[src/rtl/feedback_loop_arbiter.sv]
// Round-robin front end that time-shares one wrapping accumulate datapath among NCH requesters.
// Each channel keeps its own state in a local register bank; the result is returned with its channel.
module feedback_loop_arbiter #(
    parameter int unsigned NCH = 4,
    parameter int unsigned W   = 8,
    parameter int unsigned CW  = $clog2(NCH)
) (
    input  logic             system1000,
    input  logic             system1000_rstn,
    input  logic [NCH-1:0]   req_valid,
    input  logic [NCH*W-1:0] req_data,
    output logic [NCH-1:0]   req_ready,
    input  logic [NCH-1:0]   clear,
    output logic             out_valid,
    output logic [CW-1:0]    out_ch,
    output logic [W-1:0]     out_data,
    input  logic             out_ready
);

    logic [NCH-1:0][W-1:0] acc_q, acc_d;
    logic [CW-1:0]         rr_ptr_q, rr_ptr_d;
    logic                  out_valid_q, out_valid_d;
    logic [CW-1:0]         out_ch_q, out_ch_d;
    logic [W-1:0]          out_data_q, out_data_d;

    logic          stall;
    logic          grant_any;
    logic [CW-1:0] grant_ch;
    logic [CW:0]   idx;
    logic          accept;
    logic [W-1:0]  sample;
    logic [W-1:0]  base;
    logic [W-1:0]  sum;

    assign stall = out_valid_q & ~out_ready;

    // Rotating priority search starting at rr_ptr, wrapping modulo NCH.
    always_comb begin
        grant_any = 1'b0;
        grant_ch  = '0;
        idx       = '0;
        for (int k = 0; k < NCH; k++) begin
            idx = {1'b0, rr_ptr_q} + (CW+1)'(k);
            if (idx >= (CW+1)'(NCH)) begin
                idx = idx - (CW+1)'(NCH);
            end
            if (!grant_any && req_valid[idx[CW-1:0]]) begin
                grant_any = 1'b1;
                grant_ch  = idx[CW-1:0];
            end
        end
    end

    assign accept = grant_any & ~stall & system1000_rstn;

    always_comb begin
        req_ready = '0;
        if (accept) begin
            req_ready[grant_ch] = 1'b1;
        end
    end

    // Clear on the granted channel wins over its stored state, so the result is just the sample.
    always_comb begin
        sample = '0;
        base   = '0;
        for (int i = 0; i < NCH; i++) begin
            if (grant_ch == CW'(i)) begin
                sample = req_data[i*W +: W];
                base   = clear[i] ? '0 : acc_q[i];
            end
        end
        sum = base + sample;
    end

    always_comb begin
        for (int i = 0; i < NCH; i++) begin
            acc_d[i] = acc_q[i];
            if (clear[i]) begin
                acc_d[i] = '0;
            end
            if (accept && (grant_ch == CW'(i))) begin
                acc_d[i] = sum;
            end
        end
    end

    always_comb begin
        rr_ptr_d    = rr_ptr_q;
        out_valid_d = out_valid_q;
        out_ch_d    = out_ch_q;
        out_data_d  = out_data_q;
        if (!stall) begin
            out_valid_d = accept;
            if (accept) begin
                out_ch_d   = grant_ch;
                out_data_d = sum;
                rr_ptr_d   = (grant_ch == CW'(NCH - 1)) ? '0 : grant_ch + 1'b1;
            end
        end
    end

    always_ff @(posedge system1000 or negedge system1000_rstn) begin
        if (!system1000_rstn) begin
            acc_q       <= '0;
            rr_ptr_q    <= '0;
            out_valid_q <= 1'b0;
            out_ch_q    <= '0;
            out_data_q  <= '0;
        end else begin
            acc_q       <= acc_d;
            rr_ptr_q    <= rr_ptr_d;
            out_valid_q <= out_valid_d;
            out_ch_q    <= out_ch_d;
            out_data_q  <= out_data_d;
        end
    end

    assign out_valid = out_valid_q;
    assign out_ch    = out_ch_q;
    assign out_data  = out_data_q;

endmodule
[config.mk]
export PLATFORM = sky130hd
export DESIGN_NAME = feedback_loop_arbiter
export DESIGN_NICKNAME = d
export VERILOG_FILES = /design/src/rtl/feedback_loop_arbiter.sv
export SDC_FILE = /design/constraint.sdc
export NUM_CORES = 1
export LEC_CHECK = 0
export BUFFER_PORTS_ARGS = -buffer_cell sky130_fd_sc_hd__clkbuf_2
export CAP_MARGIN = 30
export CORE_ASPECT_RATIO = 1.4
export CORE_MARGIN = 8
export CORE_UTILIZATION = 37
export CTS_CLUSTER_DIAMETER = 150
export DETAILED_ROUTE_END_ITERATION = 10
export SETUP_SLACK_MARGIN = 0.15
export SLEW_MARGIN = 10
export SYNTH_ARGS = -nofsm -noshare
export SYNTH_HDL_FRONTEND = slang
export SYNTH_SLANG_ARGS = --single-unit
[constraint.sdc]
create_clock -name system1000 -period 6.1 [get_ports system1000]
set_input_delay 0.61 -clock system1000 [delete_from_list [all_inputs] [get_ports system1000]]
set_output_delay 0.61 -clock system1000 [all_outputs]
set_load 0.1 [all_outputs]
# Word-level counts from Yosys, hierarchy flattened
# Cells that the tools add are included.
[totals]
reg_bits = 45
out_inout_bits = 15
elab_cells = 88
input_bits = 43
[classes]
order_cmp = 10
n_bitwise = 5
n_eq_ne = 3
add_sub_neg = 9
reduce_logical = 13
n_mux = 40
[op_table]
columns = ["operator", "n"]
rows = [
  ["2-to-1 mux 8 bit", 16],
  ["2-to-1 mux 2 bit", 9],
  ["less-than comparator 2 x 3 -> 1 bit (second input constant)", 5],
  [">= comparator 3 bit (second input constant)", 3],
  ["2-to-1 mux 1 bit", 9],
  ["adder 8 bit", 1],
  ["binary-select mux 1 bit (select 2 bit)", 4],
  ["logical AND 1 bit", 8],
  ["subtractor 2 x 1 -> 2 bit (second input constant)", 4],
  ["adder 2 x 2 -> 3 bit (second input constant)", 2],
  ["equality test 2 bit (second input constant)", 2],
  ["2-to-1 mux 4 bit", 1],
  ["adder 2 x 1 -> 3 bit (second input constant)", 1],
  ["bitwise AND 1 bit", 3],
  [">= comparator 2 x 3 -> 1 bit (second input constant)", 1],
  ["zero test 1 bit", 3],
  ["adder 2 x 1 -> 2 bit (second input constant)", 1],
  ["demux 1 bit (select 2 bit)", 1],
  ["equality test 2 x 1 -> 1 bit (second input constant)", 1],
  [">= comparator 2 x 1 -> 1 bit (second input constant)", 1],
  ["zero test 2 bit", 1],
  ["NOT 1 bit", 2],
  ["AND reduction 2 bit", 1],
]

# Logic depth before layout (Yosys ltp)
# Gate-level depths: netlist of the first run.
[depth]
ltp_word = 21
depth_mapped = 19
mapped_depth_nobuf = 18

# Least setup slack after synthesis of the first run
# OpenSTA, ideal clock, no wires.
[synth_timing]
path_kind = "in2reg"
startpoint = "input req_valid[3]"
endpoint = "register acc_q[30] in the netlist's numbering"
setup_slack_ns = 2.161
arrival_time_ns = 3.857
path_buffers = 2
required_time_ns = 6.019
setup_time_ns = 0.081
path_stages = 18
cell_sequence = "nand2_1 > and3_1 > a311oi_1 > ha_1 > clkbuf_1 > buf_2 > a22oi_1 > nor2_1 > a21oi_1 > o21ai_0 > ha_1 > inv_1 > fa_1 > nor2b_1 > o31a_1 > nor2_1 > o311a_1 > mux2i_1"
[synth_rtl]
columns = ["element", "line_no", "source"]
rows = [
  ["from (decl)", "10", "input logic [NCH-1:0] req_valid,"],
  ["to (signal assigned)", "105", "acc_q <= '0;"],
  ["to (signal assigned)", "111", "acc_q <= acc_d;"],
  ["to (decl)", "20", "logic [NCH-1:0][W-1:0] acc_q, acc_d;"],
]

==> results of run 1 <==
[metal layers]
metal | share of wire | track usage | vias up
met4 | 0.012 | 0.0428 | 0
met3 | 0.033 | 0.0230 | 9
li1 | - | - | 1259
met1 | 0.45 | 0.170 | 1241
met5 | 0 | 0 | -
met2 | 0.51 | 0.258 | 57
[worst paths after layout]
path	startpoint	to	slack, ns	cells after the start
setup / recovery	rr_ptr_q[1]	acc_q[30]	1.65	18
min in group system1000	out_ch[0]	out_ch[0]	0.48	2
hold / removal	system1000_rstn	rr_ptr_q[0]	0.38	2
hold reg to reg	out_ch[0]	out_ch[0]	0.48	2
setup reg to reg	rr_ptr_q[1]	acc_q[30]	1.65	18
max in group asynchronous	system1000_rstn	out_data[3]	5.30	2
[worst max-delay path, cell delays in order, from the launching register on]
cell	delay, ns
dfrtp_1	0.44
nand2b_1	0.17
and3_1	0.18
a311oi_1	0.49
ha_1	0.54
buf_4	0.29
nor2b_1	0.07
a221oi_1	0.27
a21oi_1	0.08
nor2_1	0.10
a21oi_1	0.05
ha_1	0.22
inv_1	0.07
fa_1	0.21
nor2b_1	0.07
o31a_1	0.27
or4_1	0.43
o311a_1	0.24
mux2i_1	0.17
[kinds of logic (layout without fill, tap and decap cells)]
| logic type | Yosys count | count (layout) | synth area share |
|---|---|---|---|
| simple gates | 128 | 128 | 0.238 |
| compound gates | 98 | 98 | 0.216 |
| flops | 45 | 45 | 0.392 |
| buf+inv | 29 | 85 | 0.0466 |
| fa+ha+maj | 12 | 12 | 0.0549 |
| mux | 8 | 8 | 0.0314 |
| xor+xnor | 7 | 7 | 0.0213 |
[power by group through the flow]
stage | logic, mW | registers [mW] | clock network (mW)
after floorplan | 0.571 | 0.638 | 0
after global placement | 0.995 | 0.436 | 0
after detailed placement | 1.01 | 0.438 | 0
after CTS | 1.02 | 0.432 | 0.199
after global routing | 1.11 | 0.443 | 0.210
final | 1.02 | 0.431 | 0.193
[registers in the layout (all words and copies together), names as in the netlist]
| signal | count |
|---|---|
| rr_ptr_q | 2 |
| acc_q | 32 |
| out_ch | 2 |
| out_data | 8 |
| out_valid | 1 |
[final cells by class]
class                      count  area share
clock inverter                 3     0.00672
tap                          100      0.0373
multi-input combinational    253       0.481
inverter                      15      0.0175
clock buffer                   5      0.0205
timing repair buffer          62       0.101
sequential                    45       0.336
[synthesized netlist by cell type, types with 2 or more instances]
cell / instances
a211oi_1: 3
a21o_1: 3
a21oi_1: 24
a221oi_1: 3
a22oi_1: 6
a311oi_1: 2
and2b_1: 3
and2b_2: 5
buf_2: 3
clkbuf_1: 9
dfrtp_1: 45
ha_1: 11
inv_1: 10
inv_2: 4
mux2_1: 3
mux2i_1: 3
nand2_1: 46
nand2_2: 3
nand2b_1: 10
nand3_1: 11
nand3b_1: 12
nor2_1: 14
nor2b_1: 12
nor3_1: 2
o211ai_1: 6
o21a_1: 2
o21ai_0: 27
o21ai_1: 11
or4_1: 5
xnor2_1: 3
xor2_1: 4
[placed cells by master (no fill, tap or decap), drive strengths merged, types with 3 or more instances in the layout]
master  count
clkbuf     62
nand2b     10
nor2       14
clkinv      3
and2b       8
dfrtp      45
inv        15
o211ai      6
a22oi       6
a21o        3
ha         11
xor2        4
mux2i       3
nor2b      12
a221oi      3
a211oi      4
nand2      49
a21oi      24
nand3b     12
or4         5
o21ai      38
mux2        5
xnor2       3
nand3      11
buf         5
[through the flow]
stage          total power [mW]  std cells  utilization
2_1_floorplan              1.21        327            -
3_3_place_gp               1.43        473        0.422
3_5_place_dp               1.45        475        0.426
4_1_cts                    1.65        483        0.438
5_1_grt                    1.76        483        0.438
6_report                   1.64        483        0.438
==> summary.txt, run 1 <==
Multi-input gate area: 1610 um2
Clock Power Share: 0.117
drt pass-1 iters: 4
Final Max Slew Viols: 0
H-tree depth: 2
internal power: 0.773 mW
Cells after Synth: 327
Comb power frac: 0.621
All-Layer GR Usage: 0.143
crit path max fanout: 15
Pwr Density: 491 nW/um2
hold_buf cts: 0
clock insertion delay at the later pin of the skew report: 0.30 ns
critical path class: flip-flop to flip-flop
Reg area: 1130 um2
area leader, netlist: dfrtp_1
CTS sink count: 45
register bit total from synthesis: 45
vias in the first global route: 2674
via count: 2566
Most used DFF post-synth: dfrtp_1
Antenna diodes: 0
Area growth syn-to-layout: 16.7%
min cycle time layout: 4.45 ns
drt total wl: 7.63 mm
RSZ-0062 raised after global routing: no
row count: 38
CTS tree: built
I/O pin total: 58
Fill cells: 783
core area: 7650 um2
Psw: 0.871 mW
Final Hold Slack: 0.383 ns
final instance area: 3350 um2
Post-Syn Area: 2870 um2
worst hold path type: input pin to async pin
DP Area: 3260 um2
maximum clock path buffer count: 2
Max VDD drop: 316 uV
relative slew slack: 0.574
largest net degree at the start of global routing: 47
Worst-path clk slew: 0.09 ns
syn_nets: 382
crit share post-route: 0.729
initial antenna violation count: 0
fin nets: 437
total global routing overflow: 0
pre-CTS setup slack: 1.54 ns
setup bufs post-CTS: 0
wire per inst: 15.8 um
Max Freq: 225 MHz
Die H: 120 um
Final Hold Viols: 0
total CTS buffers: 5
sw frac: 0.530
share of power burned in registers: 0.262
Distinct cells, synth: 53
drt initial violations: 129
Yosys Warn Count: 0
Die W: 90.5 um
DR DRC count: 0
status: completed
worst-margin pin slew: 0.638 ns
Final Skew: 0.00717 ns
final setup vio count: 0
Starting Density: 0.375
Post-synth EDFFs: 0
layout cells sized above 1: 0.235
crit path launch type: flip-flop
Pleak: 1.60 nW
crit path capture type: flip-flop
Async S/R FF share, synth: 1.00
syn_area_per_cell: 8.79 um2
Avg Vias per Cell: 5.31
register area share after synthesis: 0.392
Synth top area share: 0.392
root buffer cell: clkbuf_8
post_cts resized: 0
CP arrival: 4.68 ns
die area: 10900 um2
Req. time, crit path: 6.33 ns
DPL Wire Length: 5.90 mm
first-pass GRT wire length: 12.9 mm
Final ANT Viol Nets: 0
ranking of synthesized cells by area: dfrtp_1 (39%), nand2_1 (6.0%), ha_1 (4.8%), o21ai_0 (4.7%), a21oi_1 (4.2%)
gpl congestion: 0.802
IO buf count: 57
post-route setup slack: 1.65 ns
MaxCap Viol Count: 0
Final TNS setup: 0 ns
(Power assumes the default switching activity.)
==> run 2, diff against run 1 <==
==> constraint.sdc (replaced) <==
create_clock -name system1000 -period 4.1 [get_ports system1000]
set_input_delay 0.41 -clock system1000 [delete_from_list [all_inputs] [get_ports system1000]]
set_output_delay 0.41 -clock system1000 [all_outputs]
set_load 0.1 [all_outputs]
==> summary.txt, run 2 (synthesis gave the netlist of run 1 again) <==
final instance area: 3570 um2
core area: 7650 um2
Avg Vias per Cell: 5.17
drt initial violations: 134
Final Skew: 0.00822 ns
CP peak stage delay: 0.43 ns
Power, Total: 2.68 mW
Max Freq: 262 MHz
IO buf count: 57
Starting Density: 0.375
All-Layer GR Usage: 0.147
maximum clock path buffer count: 2
Req. time, crit path: 4.33 ns
Fill cells: 788
layout cells sized above 1: 0.295
Final Hold Viols: 0
critical path class: flip-flop to flip-flop
drt total wl: 8.01 mm
total CTS buffers: 5
commonest non-fill, non-tap cell in the layout: clkbuf_2
Pleak: 1.69 nW
final setup vio count: 0
post-layout util: 0.466
DP Area: 3340 um2
DR DRC count: 0
MaxCap Viol Count: 0
largest net degree at the start of global routing: 46
Worst-path clk slew: 0.09 ns
relative slew slack: 0.605
DPL Wire Length: 6.03 mm
status: completed
Cell Chain, Critical Path: nand2b_1 -> and3_1 -> a311oi_2 -> buf_4 -> ha_4 -> buf_8 -> nor2b_1 -> a221oi_2 -> a21oi_1 -> nor2_1 -> a21oi_1 -> ha_1 -> inv_1 -> fa_2 -> nor2b_1 -> o31a_1 -> or4_4 -> o311a_4 -> mux2i_1
worst hold path type: input pin to async pin
Area growth syn-to-layout: 24.3%
worst-margin pin slew: 0.592 ns
vias in the first global route: 2710
CTS tree: built
CTS sink count: 45
min cycle time layout: 3.81 ns
Die H: 120 um
gpl congestion: 0.838
RSZ-0062 raised after global routing: no
Final TNS setup: 0 ns
I/O pin total: 58
clock insertion delay at the later pin of the skew report: 0.31 ns
drt pass-1 iters: 4
root buffer cell: clkbuf_8
row count: 38
number of flip-flops in the largest register: 32
first-pass GRT wire length: 13.1 mm
crit path launch type: flip-flop
die area: 10900 um2
crit path max fanout: 10
commonest cells after routing, fill and taps aside: clkbuf_2 (57), nand2_1 (46), dfrtp_1 (45), o21ai_0 (27), a21oi_1 (23)
via count: 2564
Die W: 90.5 um
initial antenna violation count: 0
total global routing overflow: 0
CP arrival: 4.05 ns
Max VDD drop: 335 uV
crit path capture type: flip-flop
H-tree depth: 2
crit share post-route: 0.930
Final Max Slew Viols: 0
Antenna diodes: 0
Pwr Density: 750 nW/um2
Biggest register: acc_q
Final ANT Viol Nets: 0
fin nets: 450
wire per inst: 16.1 um
Slowest-stage cell, CP: dfrtp_1
==> run 2: cell types whose count changed in the layout (fill, tap and decap cells not counted), sizes merged <==
| cell | change |
|---|---|
| buf | +12 |
| clkbuf | +1 |
| clkinv | -2 |
| clkinvlp | +1 |
| inv | +1 |
==> run 2: final timing paths <==
| kind | start | endpoint | slack, ns | cells after the start |
|---|---|---|---|---|
| max in group asynchronous | system1000_rstn | acc_q[30] | 3.49 | 2 |
| setup reg to reg | rr_ptr_q[1] | acc_q[30] | 0.29 | 19 |
| setup / recovery | rr_ptr_q[1] | acc_q[30] | 0.29 | 19 |
| hold / removal | system1000_rstn | rr_ptr_q[1] | 0.21 | 2 |
| hold reg to reg | out_data[4] | out_data[4] | 0.49 | 2 |
| min in group system1000 | out_ready | out_valid | 0.40 | 3 |
==> run 2: critical path: cells and delay by family (launching register included) <==
| family | cells | cell delay [ns] |
|---|---|---|
| muxes | 1 | 0.14 |
| buffers and inverters | 3 | 0.42 |
| AOI/OAI and AO/OA | 6 | 1.10 |
| DFF | 1 | 0.43 |
| and+or+nand+nor | 6 | 1.01 |
| adders and majority gates | 3 | 0.61 |
==> run 2: where the power goes <==
| group | switching [mW] | internal, mW | total, mW | leakage [nW] |
|---|---|---|---|---|
| clock | 0.176 | 0.123 | 0.300 | 0.0447 |
| combinational | 1.13 | 0.602 | 1.74 | 1.05 |
| sequential | 0.0594 | 0.582 | 0.642 | 0.599 |
==> run 2: timing repair <==
item	CTS	global route
pin swaps	0	4
resized for setup	0	19
endpoints found under the hold margin	0	0
cloned	0	1
endpoints found under the setup margin	1	21
setup buffers	0	3
hold buffers	0	0
==> run 2: area by class of cell <==
type	count	area, um2	area share
clock inverter	3	25.0	0.00701
multi-input combinational	253	1700	0.475
sequential	45	1130	0.315
clock buffer	5	68.8	0.0193
inverter	15	58.8	0.0165
timing repair buffer	75	470	0.132
tap	100	125	0.0351
==> run 2: per-stage QoR <==
step	hold WS, ns	std cells	setup slack, ns
2_1_floorplan	0.114	327	0.242
3_3_place_gp	0.467	484	0.0832
3_5_place_dp	0.473	484	0.0732
4_1_cts	0.235	492	0.146
5_1_grt	0.268	496	0.136
6_report	0.207	496	0.288
==> run 2: metal layers <==
metal	up-vias	part of all wire	wire length (um)	track usage
met5	-	0	0	0
met4	0	0.0095	76	0.0439
li1	1291	-	-	-
met2	49	0.52	4200	0.267
met1	1217	0.44	3500	0.169
met3	7	0.030	240	0.0267
